--- config.mk ---
export PLATFORM = sky130hd
export DESIGN_NAME = rsr_stream_ctrl_flat
export DESIGN_NICKNAME = d
export VERILOG_FILES = /design/src/rtl/rsr_stream_ctrl_if.sv /design/src/rtl/rsr_stream_ctrl.sv /design/src/flat_wrapper.sv
export SDC_FILE = /design/constraint.sdc
export NUM_CORES = 1
export LEC_CHECK = 0
export BUFFER_PORTS_ARGS = -buffer_cell sky130_fd_sc_hd__buf_2
export CORE_ASPECT_RATIO = 0.7
export CORE_MARGIN = 5
export CORE_UTILIZATION = 25
export DETAILED_ROUTE_END_ITERATION = 12
export PLACE_DENSITY = 0.43
export SLEW_MARGIN = 10
export SYNTH_ARGS = -nofsm -noshare
export SYNTH_HDL_FRONTEND = slang
export SYNTH_SLANG_ARGS = --single-unit
--- constraint.sdc ---
create_clock -name clk -period 1.55 [get_ports clk]
set_clock_uncertainty 0.2 [all_clocks]
set_input_delay 0.155 -clock clk [delete_from_list [all_inputs] [get_ports clk]]
set_output_delay 0.155 -clock clk [all_outputs]
set_load 0.1 [all_outputs]
--- src/rtl/rsr_stream_ctrl_if.sv ---
// Word/serial bus for rsr_stream_ctrl: producer handshake, shift-register taps, receive side.
// Handshake: a word moves on a rising edge where in_valid && in_ready; in_data is ignored otherwise.
interface rsr_stream_ctrl_if #(
  parameter int WIDTH = 8
);
  logic             in_valid;
  logic             in_ready;
  logic [WIDTH-1:0] in_data;
  logic             sr_si;
  logic             sr_so;
  logic             out_valid;
  logic [WIDTH-1:0] out_data;
  logic             busy;
  logic             dbg_state;

  modport master (
    output in_valid, in_data, sr_so,
    input  in_ready, sr_si, out_valid, out_data, busy, dbg_state
  );

  modport slave (
    input  in_valid, in_data, sr_so,
    output in_ready, sr_si, out_valid, out_data, busy, dbg_state
  );
endinterface

--- src/rtl/rsr_stream_ctrl.sv ---
// Serialises words MSB-first into an external free-running shift register and rebuilds them from its output.
// Define RSR_CHECK_EN to add the err port backed by a 2-entry expected-word FIFO.
module rsr_stream_ctrl #(
  parameter int WIDTH = 8,
  parameter int DEPTH = 4
) (
  input logic              clk,
  input logic              rst_n,
  rsr_stream_ctrl_if.slave bus
`ifdef RSR_CHECK_EN
  ,
  output logic             err
`endif
);
  localparam int CW = $clog2(WIDTH);

  typedef enum logic {IDLE = 1'b0, SEND = 1'b1} state_t;

  state_t           state;
  logic [CW-1:0]    cnt;
  logic [WIDTH-1:0] tx_reg;
  logic             in_ready_q;
  logic             sr_si_q;
  logic [DEPTH-1:0] mark;
  logic [WIDTH-1:0] rx_reg;
  logic [CW-1:0]    rcnt;
  logic             out_valid_q;
  logic [WIDTH-1:0] out_data_q;
  logic [WIDTH-1:0] rx_next;
  logic             last_bit;
  logic             rx_last;

  assign last_bit = (cnt == CW'(WIDTH - 1));
  assign rx_next  = {rx_reg[WIDTH-2:0], bus.sr_so};
  assign rx_last  = mark[DEPTH-1] && (rcnt == CW'(WIDTH - 1));

  // sr_si and in_ready are registered copies of what tx_reg/cnt will show after the edge.
  always_ff @(posedge clk or negedge rst_n) begin
    if (!rst_n) begin
      state      <= IDLE;
      cnt        <= '0;
      tx_reg     <= '0;
      in_ready_q <= 1'b1;
      sr_si_q    <= 1'b0;
    end else begin
      unique case (state)
        IDLE: begin
          if (bus.in_valid) begin
            state      <= SEND;
            tx_reg     <= bus.in_data;
            cnt        <= '0;
            in_ready_q <= 1'b0;
            sr_si_q    <= bus.in_data[WIDTH-1];
          end
        end
        SEND: begin
          if (last_bit) begin
            if (bus.in_valid) begin
              tx_reg     <= bus.in_data;
              cnt        <= '0;
              in_ready_q <= 1'b0;
              sr_si_q    <= bus.in_data[WIDTH-1];
            end else begin
              state      <= IDLE;
              in_ready_q <= 1'b1;
              sr_si_q    <= 1'b0;
            end
          end else begin
            tx_reg     <= tx_reg << 1;
            cnt        <= cnt + CW'(1);
            in_ready_q <= (cnt == CW'(WIDTH - 2));
            sr_si_q    <= tx_reg[WIDTH-2];
          end
        end
        default: state <= IDLE;
      endcase
    end
  end

  // mark mirrors the external register stage by stage, so its MSB qualifies sr_so.
  always_ff @(posedge clk or negedge rst_n) begin
    if (!rst_n) begin
      mark        <= '0;
      rx_reg      <= '0;
      rcnt        <= '0;
      out_valid_q <= 1'b0;
      out_data_q  <= '0;
    end else begin
      mark        <= (mark << 1) | DEPTH'(state == SEND);
      out_valid_q <= 1'b0;
      if (mark[DEPTH-1]) begin
        rx_reg <= rx_next;
        if (rx_last) begin
          rcnt        <= '0;
          out_valid_q <= 1'b1;
          out_data_q  <= rx_next;
        end else begin
          rcnt <= rcnt + CW'(1);
        end
      end
    end
  end

  assign bus.in_ready  = in_ready_q;
  assign bus.sr_si     = sr_si_q;
  assign bus.out_valid = out_valid_q;
  assign bus.out_data  = out_data_q;
  assign bus.busy      = (state == SEND) | (|mark) | (rcnt != '0);
  assign bus.dbg_state = state;

`ifdef RSR_CHECK_EN
  logic [WIDTH-1:0] exp_mem [2];
  logic             wr_ptr;
  logic             rd_ptr;
  logic [1:0]       level;
  logic             push;

  assign push = bus.in_valid & in_ready_q;

  // An empty FIFO on completion also counts as an error: a word arrived that was never sent.
  always_ff @(posedge clk or negedge rst_n) begin
    if (!rst_n) begin
      for (int i = 0; i < 2; i++) exp_mem[i] <= '0;
      wr_ptr <= 1'b0;
      rd_ptr <= 1'b0;
      level  <= '0;
      err    <= 1'b0;
    end else begin
      err <= 1'b0;
      if (push) begin
        exp_mem[wr_ptr] <= bus.in_data;
        wr_ptr          <= ~wr_ptr;
      end
      if (rx_last) begin
        rd_ptr <= ~rd_ptr;
        err    <= (level == 2'd0) || (exp_mem[rd_ptr] != rx_next);
      end
      level <= level + {1'b0, push} - {1'b0, rx_last};
    end
  end
`endif

endmodule

--- src/flat_wrapper.sv ---
// flat-port wrapper written by rule: the top's interface ports become plain ports
module rsr_stream_ctrl_flat 
#(
  parameter int WIDTH = 8,
  parameter int DEPTH = 4
)
  (clk, rst_n, bus_in_valid, bus_in_data, bus_sr_so, bus_in_ready, bus_sr_si, bus_out_valid, bus_out_data, bus_busy, bus_dbg_state);
  rsr_stream_ctrl_if #(.WIDTH(WIDTH)) bus_i ();
  input logic clk;
  input logic rst_n;
  input wire logic [$bits(bus_i.in_valid)-1:0] bus_in_valid;
  input wire logic [$bits(bus_i.in_data)-1:0] bus_in_data;
  input wire logic [$bits(bus_i.sr_so)-1:0] bus_sr_so;
  output wire logic [$bits(bus_i.in_ready)-1:0] bus_in_ready;
  output wire logic [$bits(bus_i.sr_si)-1:0] bus_sr_si;
  output wire logic [$bits(bus_i.out_valid)-1:0] bus_out_valid;
  output wire logic [$bits(bus_i.out_data)-1:0] bus_out_data;
  output wire logic [$bits(bus_i.busy)-1:0] bus_busy;
  output wire logic [$bits(bus_i.dbg_state)-1:0] bus_dbg_state;
  assign bus_i.in_valid = bus_in_valid;
  assign bus_i.in_data = bus_in_data;
  assign bus_i.sr_so = bus_sr_so;
  assign bus_in_ready = bus_i.in_ready;
  assign bus_sr_si = bus_i.sr_si;
  assign bus_out_valid = bus_i.out_valid;
  assign bus_out_data = bus_i.out_data;
  assign bus_busy = bus_i.busy;
  assign bus_dbg_state = bus_i.dbg_state;
  rsr_stream_ctrl #(.WIDTH(WIDTH), .DEPTH(DEPTH)) u_core (.clk(clk), .rst_n(rst_n), .bus(bus_i));
endmodule
### Word-level counts from Yosys, hierarchy flattened

Index checks and enable logic that the tools add are counted.

| storage, ports and cells | value |
|---|---|
| register bits | 37 |
| bits of input ports | 12 |
| output and inout port bits | 13 |
| logic and storage cells | 44 |

| operators by class | value |
|---|---|
| add/sub/neg operators | 2 |
| equality and inequality tests | 4 |
| mux-type cells | 20 |
| bitwise operators | 4 |
| reductions and logical operators | 4 |

Operator list:

| cell | number |
|---|---|
| 8-bit two-way mux | 2 |
| 8-bit case mux with 2 select lines | 1 |
| 1-bit two-way mux | 10 |
| 3-bit == test, second input constant | 3 |
| 3-bit two-way mux | 3 |
| 3-bit by 1-bit adder with 3-bit output, second input constant | 2 |
| 1-bit case mux with 2 select lines | 3 |
| 3-bit case mux with 2 select lines | 1 |
| 4-bit by 1-bit OR with 4-bit output | 1 |
| 4-bit OR reduction | 1 |
| 3-bit nonzero test | 1 |
| 2-bit inequality test, second input constant | 1 |
| 1-bit OR | 2 |
| 2-bit AND reduction | 1 |
| 1-bit logical AND | 1 |
| 1-bit inverter | 1 |

### Depth between registers and ports, before layout

Gate-level depths: netlist of the first run.

| depth | value |
|---|---|
| depth in word-level cells | 4 |
| gate-level depth with buffers | 7 |
| gate-level depth less buffers | 5 |

### Worst setup path before layout of the first run

No wires, ideal clock.

| path | value |
|---|---|
| path kind | reg-to-output |
| start | reg u_core.state (netlist: u_core.bus.dbg_state) |
| end | out bus_busy |
| data arrival time | 1.776 ns |
| data required time | 1.195 ns |
| slack | -0.581 ns |
| stages on the path, launching flop included | 3 |
| buffers on the path | 0 |
| cell sequence | dfrtp_1 -> nor2_1 -> nand3_1 |

| between the ends | value |
|---|---|
| longest elaborated chain between the ends | 2 |

RTL lines:

| element | RTL line | source |
|---|---|---|
| start, declared | rsr_stream_ctrl.sv:19 | `state_t state;` |
| start signal, assigned | rsr_stream_ctrl.sv:40 | `state <= IDLE;` |
| start signal, assigned | rsr_stream_ctrl.sv:49 | `state <= SEND;` |
| start signal, assigned | rsr_stream_ctrl.sv:64 | `state <= IDLE;` |
| 1-bit OR (2 in series) | rsr_stream_ctrl.sv:108 | `assign bus.busy = (state == SEND) \| (\|mark) \| (rcnt != '0);` |
| end, declared | flat_wrapper.sv:18 | `output wire logic [$bits(bus_i.busy)-1:0] bus_busy;` |

Every way passes these cells.

### Worst setup path in the final report of the first run

| path | value |
|---|---|
| start | reg u_core.mark[1] |
| end | out bus_busy |

| between the ends | value |
|---|---|
| longest elaborated chain between the ends | 3 |

RTL lines:

| element | RTL line | source |
|---|---|---|
| start, declared | rsr_stream_ctrl.sv:24 | `logic [DEPTH-1:0] mark;` |
| start signal, assigned | rsr_stream_ctrl.sv:89 | `mark <= (mark << 1) \| DEPTH'(state == SEND);` |
| 4-bit OR reduction | rsr_stream_ctrl.sv:108 |  |
| 1-bit OR (2 in series) | rsr_stream_ctrl.sv:108 |  |

Every way passes these cells.

==> results of run 1 <==
-- Yosys cell counts, drive strengths merged --
master,n
dfrtp,35
or2b,1
nand2,12
nand3b,2
nor2b,1
a22oi,1
buf,5
o21ai,12
or2,1
mux2i,8
dfstp,1
nor4,1
nand3,2
inv,7
o22ai,2
nor2,3
mux2,15
ha,7
-- worst max path at each step --
stage                                   to            from  cells past startpoint  slack, ns
floorplan           u_core.bus.out_data[0]  u_core.rcnt[0]                      4       0.01
global placement    u_core.bus.out_data[2]  u_core.rcnt[0]                      4      -0.01
detailed placement  u_core.bus.out_data[5]  u_core.rcnt[0]                      4      -0.05
CTS                               bus_busy  u_core.rcnt[2]                      3      -0.13
global route                      bus_busy  u_core.mark[1]                      3      -0.16
finish                            bus_busy  u_core.mark[1]                      3       -0.1
-- cell type report --
class | count | area share [%]
Tap cell | 75 | 4.25
Clock buffer | 8 | 4.08
Timing Repair Buffer | 46 | 17.5
Multi-Input combinational cell | 68 | 32.0
Inverter | 7 | 1.19
Sequential cell | 36 | 41.0
-- through the flow --
step                      instances  setup TNS [ns]  hold slack (ns)  area, um2
after global routing            240          -0.905           0.0638       2210
after CTS                       237          -0.344           0.0617       2090
after detailed placement        216          -0.483           -0.171       1820
after floorplan                 116               0           -0.341       1550
final                           240          -0.290           0.0576       2210
after global placement          216          -0.113           -0.174       1820
-- per-layer routing --
| layer | wire length (um) | share of wire (%) | up-vias |
|---|---|---|---|
| met5 | 0 | 0 | - |
| met3 | 130 | 4.4 | 7 |
| li1 | - | - | 490 |
| met1 | 1300 | 44 | 499 |
| met2 | 1460 | 49 | 18 |
| met4 | 70 | 2.4 | 0 |
-- cell families after synthesis --
| group | count (synthesis) | share of synthesized area [%] |
|---|---|---|
| AND/OR/NAND/NOR | 23 | 7.86 |
| multiplexers | 23 | 16.3 |
| buffers and inverters | 12 | 4.91 |
| AO/OA/AOI/OAI | 15 | 6.22 |
| adder cells (fa/ha/maj) | 7 | 5.73 |
| flip-flops | 36 | 59.0 |
-- cells in the final DEF (no fill, tap or decap), types with 3 or more instances in the layout --
| master | count |
|---|---|
| sky130_fd_sc_hd__mux2i_1 | 8 |
| sky130_fd_sc_hd__nand2_4 | 5 |
| sky130_fd_sc_hd__buf_2 | 21 |
| sky130_fd_sc_hd__inv_1 | 7 |
| sky130_fd_sc_hd__dlygate4sd3_1 | 10 |
| sky130_fd_sc_hd__o21ai_2 | 8 |
| sky130_fd_sc_hd__ha_4 | 4 |
| sky130_fd_sc_hd__buf_4 | 10 |
| sky130_fd_sc_hd__dfrtp_1 | 34 |
| sky130_fd_sc_hd__buf_12 | 4 |
| sky130_fd_sc_hd__clkbuf_8 | 6 |
| sky130_fd_sc_hd__ha_1 | 3 |
| sky130_fd_sc_hd__mux2_2 | 14 |
| sky130_fd_sc_hd__nand2_1 | 5 |
-- repair_timing --
action / CTS / global route
endpoints found under the setup margin: 18 / 20
cloned: 1 / 0
buffers inserted: 2 / 3
hold buffers: 10 / 0
resized for setup: 10 / 28
pin swaps: 5 / 12
endpoints found under the hold margin: 45 / 0
==> flow_metrics.tcl, run 1 <==
set metrics [dict create \
    result_of_the_run "finished, violations left" \
    failing_checks "setup timing" \
    routed_via_density 4.23 \
    use_met3_pct 3.11 \
    crit_path_end_kind "output pin" \
    cts.path.max_buffers 2 \
    maximum_number_of_pins_on_one_net_before_global_route_repair 19 \
    syn_area_mm2 0.00153 \
    die_w_um 103 \
    dieArea_mm2 0.00780 \
    reg2reg_from "u_core.rcnt[1]" \
    synth_seq_cells 36 \
    synth.lib_cells_used.distinct 21 \
    cts_buffers 5 \
    route.detailed.drc 0 \
    synth_fp_nets 135 \
    dpl_worst_slack_ns -0.0508 \
    floorplan.io_pins 25 \
    detail_route.wirelength_mm 2.96 \
    detailedRoute.firstPassIterationCount 3 \
    criticalPathCategory "reg -> out" \
    drv_cap 0 \
    multi_input_area_um2 707 \
    critPathLaunchType "flop" \
    grt_first_pass_wirelength_mm 5.20 \
    grt_antenna_before_repair 0 \
    setup.reg_to_reg.worst_slack_ns -0.03 \
    detail_route.iter0.violations 7 \
    place_hpwl_mm 2.14 \
    syn-instance-count 116 \
    path_delay_family "simple AND/OR/NAND/NOR gates" \
    number_of_flip_flops_under_the_largest_register_name 8 \
    synthesis.area_per_instance_um2 13.2 \
    netlist.area_leader.share_pct 57.3 \
    htreeDepth 2 \
    cts.reportedPaths.clkPinSlew_ns 0.07 \
    reg2reg_to "u_core.bus.out_data[3]" \
    floorplan.rows 23 \
    tightest_slew_ns 0.494 \
    final-setup-viol-count 9 \
    ys_seq_area_share_pct 59.0 \
    min_period_over_period_pct 106 \
    grtUsageMet1_pct 10.8 \
    design.final.nets 183 \
    worstSkewPairLatency_ns 0.28 \
    critPathRequiredTime_ns 1.19 \
    fillerInstances 572 \
    max_clock_freq_ghz 0.606 \
    grt.overflow.total 0 \
    final_layout_size_suffix_gt1_share_pct 52.1 \
    core-area_mm2 0.00584 \
    worst_path_max_delay_cell "sky130_fd_sc_hd__dfrtp_1" \
    die_height_um 75.4 \
    netlist.top_cell.by_area "sky130_fd_sc_hd__dfrtp_1" \
    slew_viol_final 0 \
    cts.sink_count 36 \
    initial_utilization_pct 26.2 \
    first_global_vias 1068 \
    grt_most_used_layer "met2" \
    critical_path.n_buffers_inverters 1 \
    critical_path.max_fanout 2 \
    place_congestion 0.701 \
    clockRootBuffer "sky130_fd_sc_hd__clkbuf_8" \
    slew_headroom_pct 67.3 \
    netlist_top_cells_area "sky130_fd_sc_hd__dfrtp_1 (57%), sky130_fd_sc_hd__mux2_2 (11%), sky130_fd_sc_hd__ha_1 (5.7%)" \
    insertedDiodeCount 0 \
    route.vias.total 1014 \
    met2_track_usage_gr_pct 14.0 \
    final.setup.worst_slack_ns -0.0996 \
    register_area_um2 906 \
    critical_path_arrival_ns 1.29 \
    yosys_warnings 0 \
    rsz0062_at_grt "yes" \
    cell_breakdown_of_the_critical_path "nor4_4 -> nand3_4 -> buf_12" \
    drtAntennaViolNets 0 \
    port-buffer-count 24 \
    final_util_pct 37.8 \
    detail_route.wl_per_cell_um 12.4 \
    rr_worst_depth 4 \
    max_stage_delay_ns 0.41 \
    layout-area-overhead-vs-synth_pct 44.4 \
    post-route-min-period_ns 1.65 \
    tritoncts "yes" \
    hold_path_class "in -> async" \
    hold_viol_final 0 \
    groute.usage.overall_pct 8.88 \
]
Power of run 1 is left out: the tool's default activity adds up to more than one toggle a clock period on the data nets, which glitch-free logic cannot reach.
==> run 2, diff against run 1 <==
clock period = 1.45 ns   (was 1.55 ns; I/O delays follow)
==> flow_metrics.tcl, run 2 (same netlist as run 1, synthesis figures left out) <==
set metrics [dict create \
    setup.reg_to_reg.worst_slack_ns -0.11 \
    place_congestion 0.741 \
    port-buffer-count 24 \
    dieArea_mm2 0.00780 \
    crit_path_end_kind "output pin" \
    route.vias.total 1018 \
    detail_route.wl_per_cell_um 12.5 \
    final_layout_size_suffix_gt1_share_pct 56.6 \
    clockRootBuffer "sky130_fd_sc_hd__clkbuf_8" \
    use_met3_pct 3.29 \
    worst_path_max_delay_cell "sky130_fd_sc_hd__dfrtp_1" \
    cts_buffers 5 \
    slew_headroom_pct 67.6 \
    result_of_the_run "finished, violations left" \
    cts.sink_count 36 \
    groute.usage.overall_pct 8.49 \
    detail_route.iter0.violations 24 \
    insertedDiodeCount 0 \
    detailedRoute.firstPassIterationCount 3 \
    post-route-min-period_ns 1.65 \
    die_height_um 75.4 \
    drtAntennaViolNets 0 \
    cell_total_after_placement 218 \
    maximum_number_of_pins_on_one_net_before_global_route_repair 37 \
    critical_path.n_buffers_inverters 2 \
    reg2reg_to "u_core.tx_reg[1]" \
    hold_path_end "u_core.bus.in_ready" \
    grtUsageMet1_pct 10.9 \
    routed_via_density 4.22 \
    detail_route.wirelength_mm 3.02 \
    fillerInstances 552 \
    slew_viol_final 0 \
    cell_breakdown_of_the_critical_path "nor4_2 -> buf_4 -> nand3_4 -> buf_12" \
    floorplan.io_pins 25 \
    detailed_place.area_mm2 0.00195 \
    die_w_um 103 \
    rsz0062_at_grt "yes" \
    route.detailed.drc 0 \
    grt.overflow.total 0 \
    met2_track_usage_gr_pct 13.3 \
    min_period_over_period_pct 114 \
    max_stage_delay_ns 0.38 \
    cts.path.max_buffers 2 \
    core-area_mm2 0.00584 \
    path_delay_family "flip-flops" \
    final-setup-viol-count 20 \
    critPathRequiredTime_ns 1.11 \
    critical_path_arrival_ns 1.31 \
    criticalPathCategory "reg -> out" \
    grt_first_pass_wirelength_mm 5.05 \
    failing_checks "setup timing" \
    final.setup.worst_slack_ns -0.204 \
    floorplan.rows 23 \
    worstSkewPairLatency_ns 0.28 \
    fin_cells 241 \
    design.final.nets 184 \
    post-route-cell-area_mm2 0.00236 \
    number_of_flip_flops_under_the_largest_register_name 8 \
    critPathLaunchType "flop" \
    critical_path.max_fanout 2 \
    reg2reg_from "u_core.cnt[0]" \
    grt_antenna_before_repair 0 \
    grt_most_used_layer "met2" \
    layout-area-overhead-vs-synth_pct 54.3 \
    hold_path_class "in -> reg" \
    max_clock_freq_ghz 0.605 \
    tritoncts "yes" \
    place_hpwl_mm 2.02 \
    layout_commonest_cell "sky130_fd_sc_hd__dfrtp_1" \
    initial_utilization_pct 26.2 \
    hold_viol_final 0 \
    worst_hold_path.num_cells 2 \
    drv_cap 0 \
    hold_path_startpoint "bus_in_valid" \
    rr_worst_depth 7 \
    htreeDepth 2 \
    first_global_vias 1070 \
    tightest_slew_ns 0.489 \
    cts.reportedPaths.clkPinSlew_ns 0.07 \
    layout_common_cells "sky130_fd_sc_hd__dfrtp_1 (33), sky130_fd_sc_hd__buf_2 (16), sky130_fd_sc_hd__dlygate4sd3_1 (10)" \
]
-- run 2: worst max-delay path by stage --
stage                       endpoint  slack, ns                 start  cells past startpoint
finish                      bus_busy      -0.20        u_core.mark[0]                      4
global route                bus_busy      -0.30        u_core.mark[0]                      4
CTS                         bus_busy      -0.25        u_core.mark[0]                      4
detailed placement  u_core.tx_reg[3]       -0.1         u_core.cnt[0]                      5
global placement    u_core.bus.sr_si      -0.05         u_core.cnt[0]                      5
floorplan              u_core.cnt[0]      -0.05  u_core.bus.dbg_state                      4
-- run 2: what timing repair did --
action	in CTS	in global routing
resized for setup	18	18
cloned	2	0
hold buffers	10	0
pin swaps	13	7
buffers inserted	3	0
endpoints found under the setup margin	21	27
endpoints found under the hold margin	46	0
-- run 2: metrics by stage --
step	hold WS, ns	util [%]	setup TNS (ns)	setup slack, ns
2_1_floorplan	-0.351	-	-0.416	-0.0534
3_3_place_gp	-0.0770	33.4	-0.546	-0.0543
3_5_place_dp	-0.0739	33.4	-1.06	-0.0999
4_1_cts	0.0752	39.3	-1.66	-0.253
5_1_grt	0.0968	40.4	-2.51	-0.302
6_report	0.0793	40.4	-1.57	-0.204
-- run 2: layer usage --
metal,vias up,part of all wire [%]
met5,-,0
met4,0,0.63
met3,2,3.9
met2,13,47
met1,506,49
li1,497,-
-- run 2: layout make-up --
class | count | area (um2) | area share [%]
clock buffers | 6 | 72.6 | 3.08
clock inverters | 2 | 35.0 | 1.48
inverters | 7 | 26.3 | 1.11
multi-input cells | 69 | 767 | 32.5
flip-flops and latches | 36 | 907 | 38.4
well taps | 75 | 93.8 | 3.98
repair buffers | 46 | 458 | 19.4
Power of run 2 is left out for the same reason.
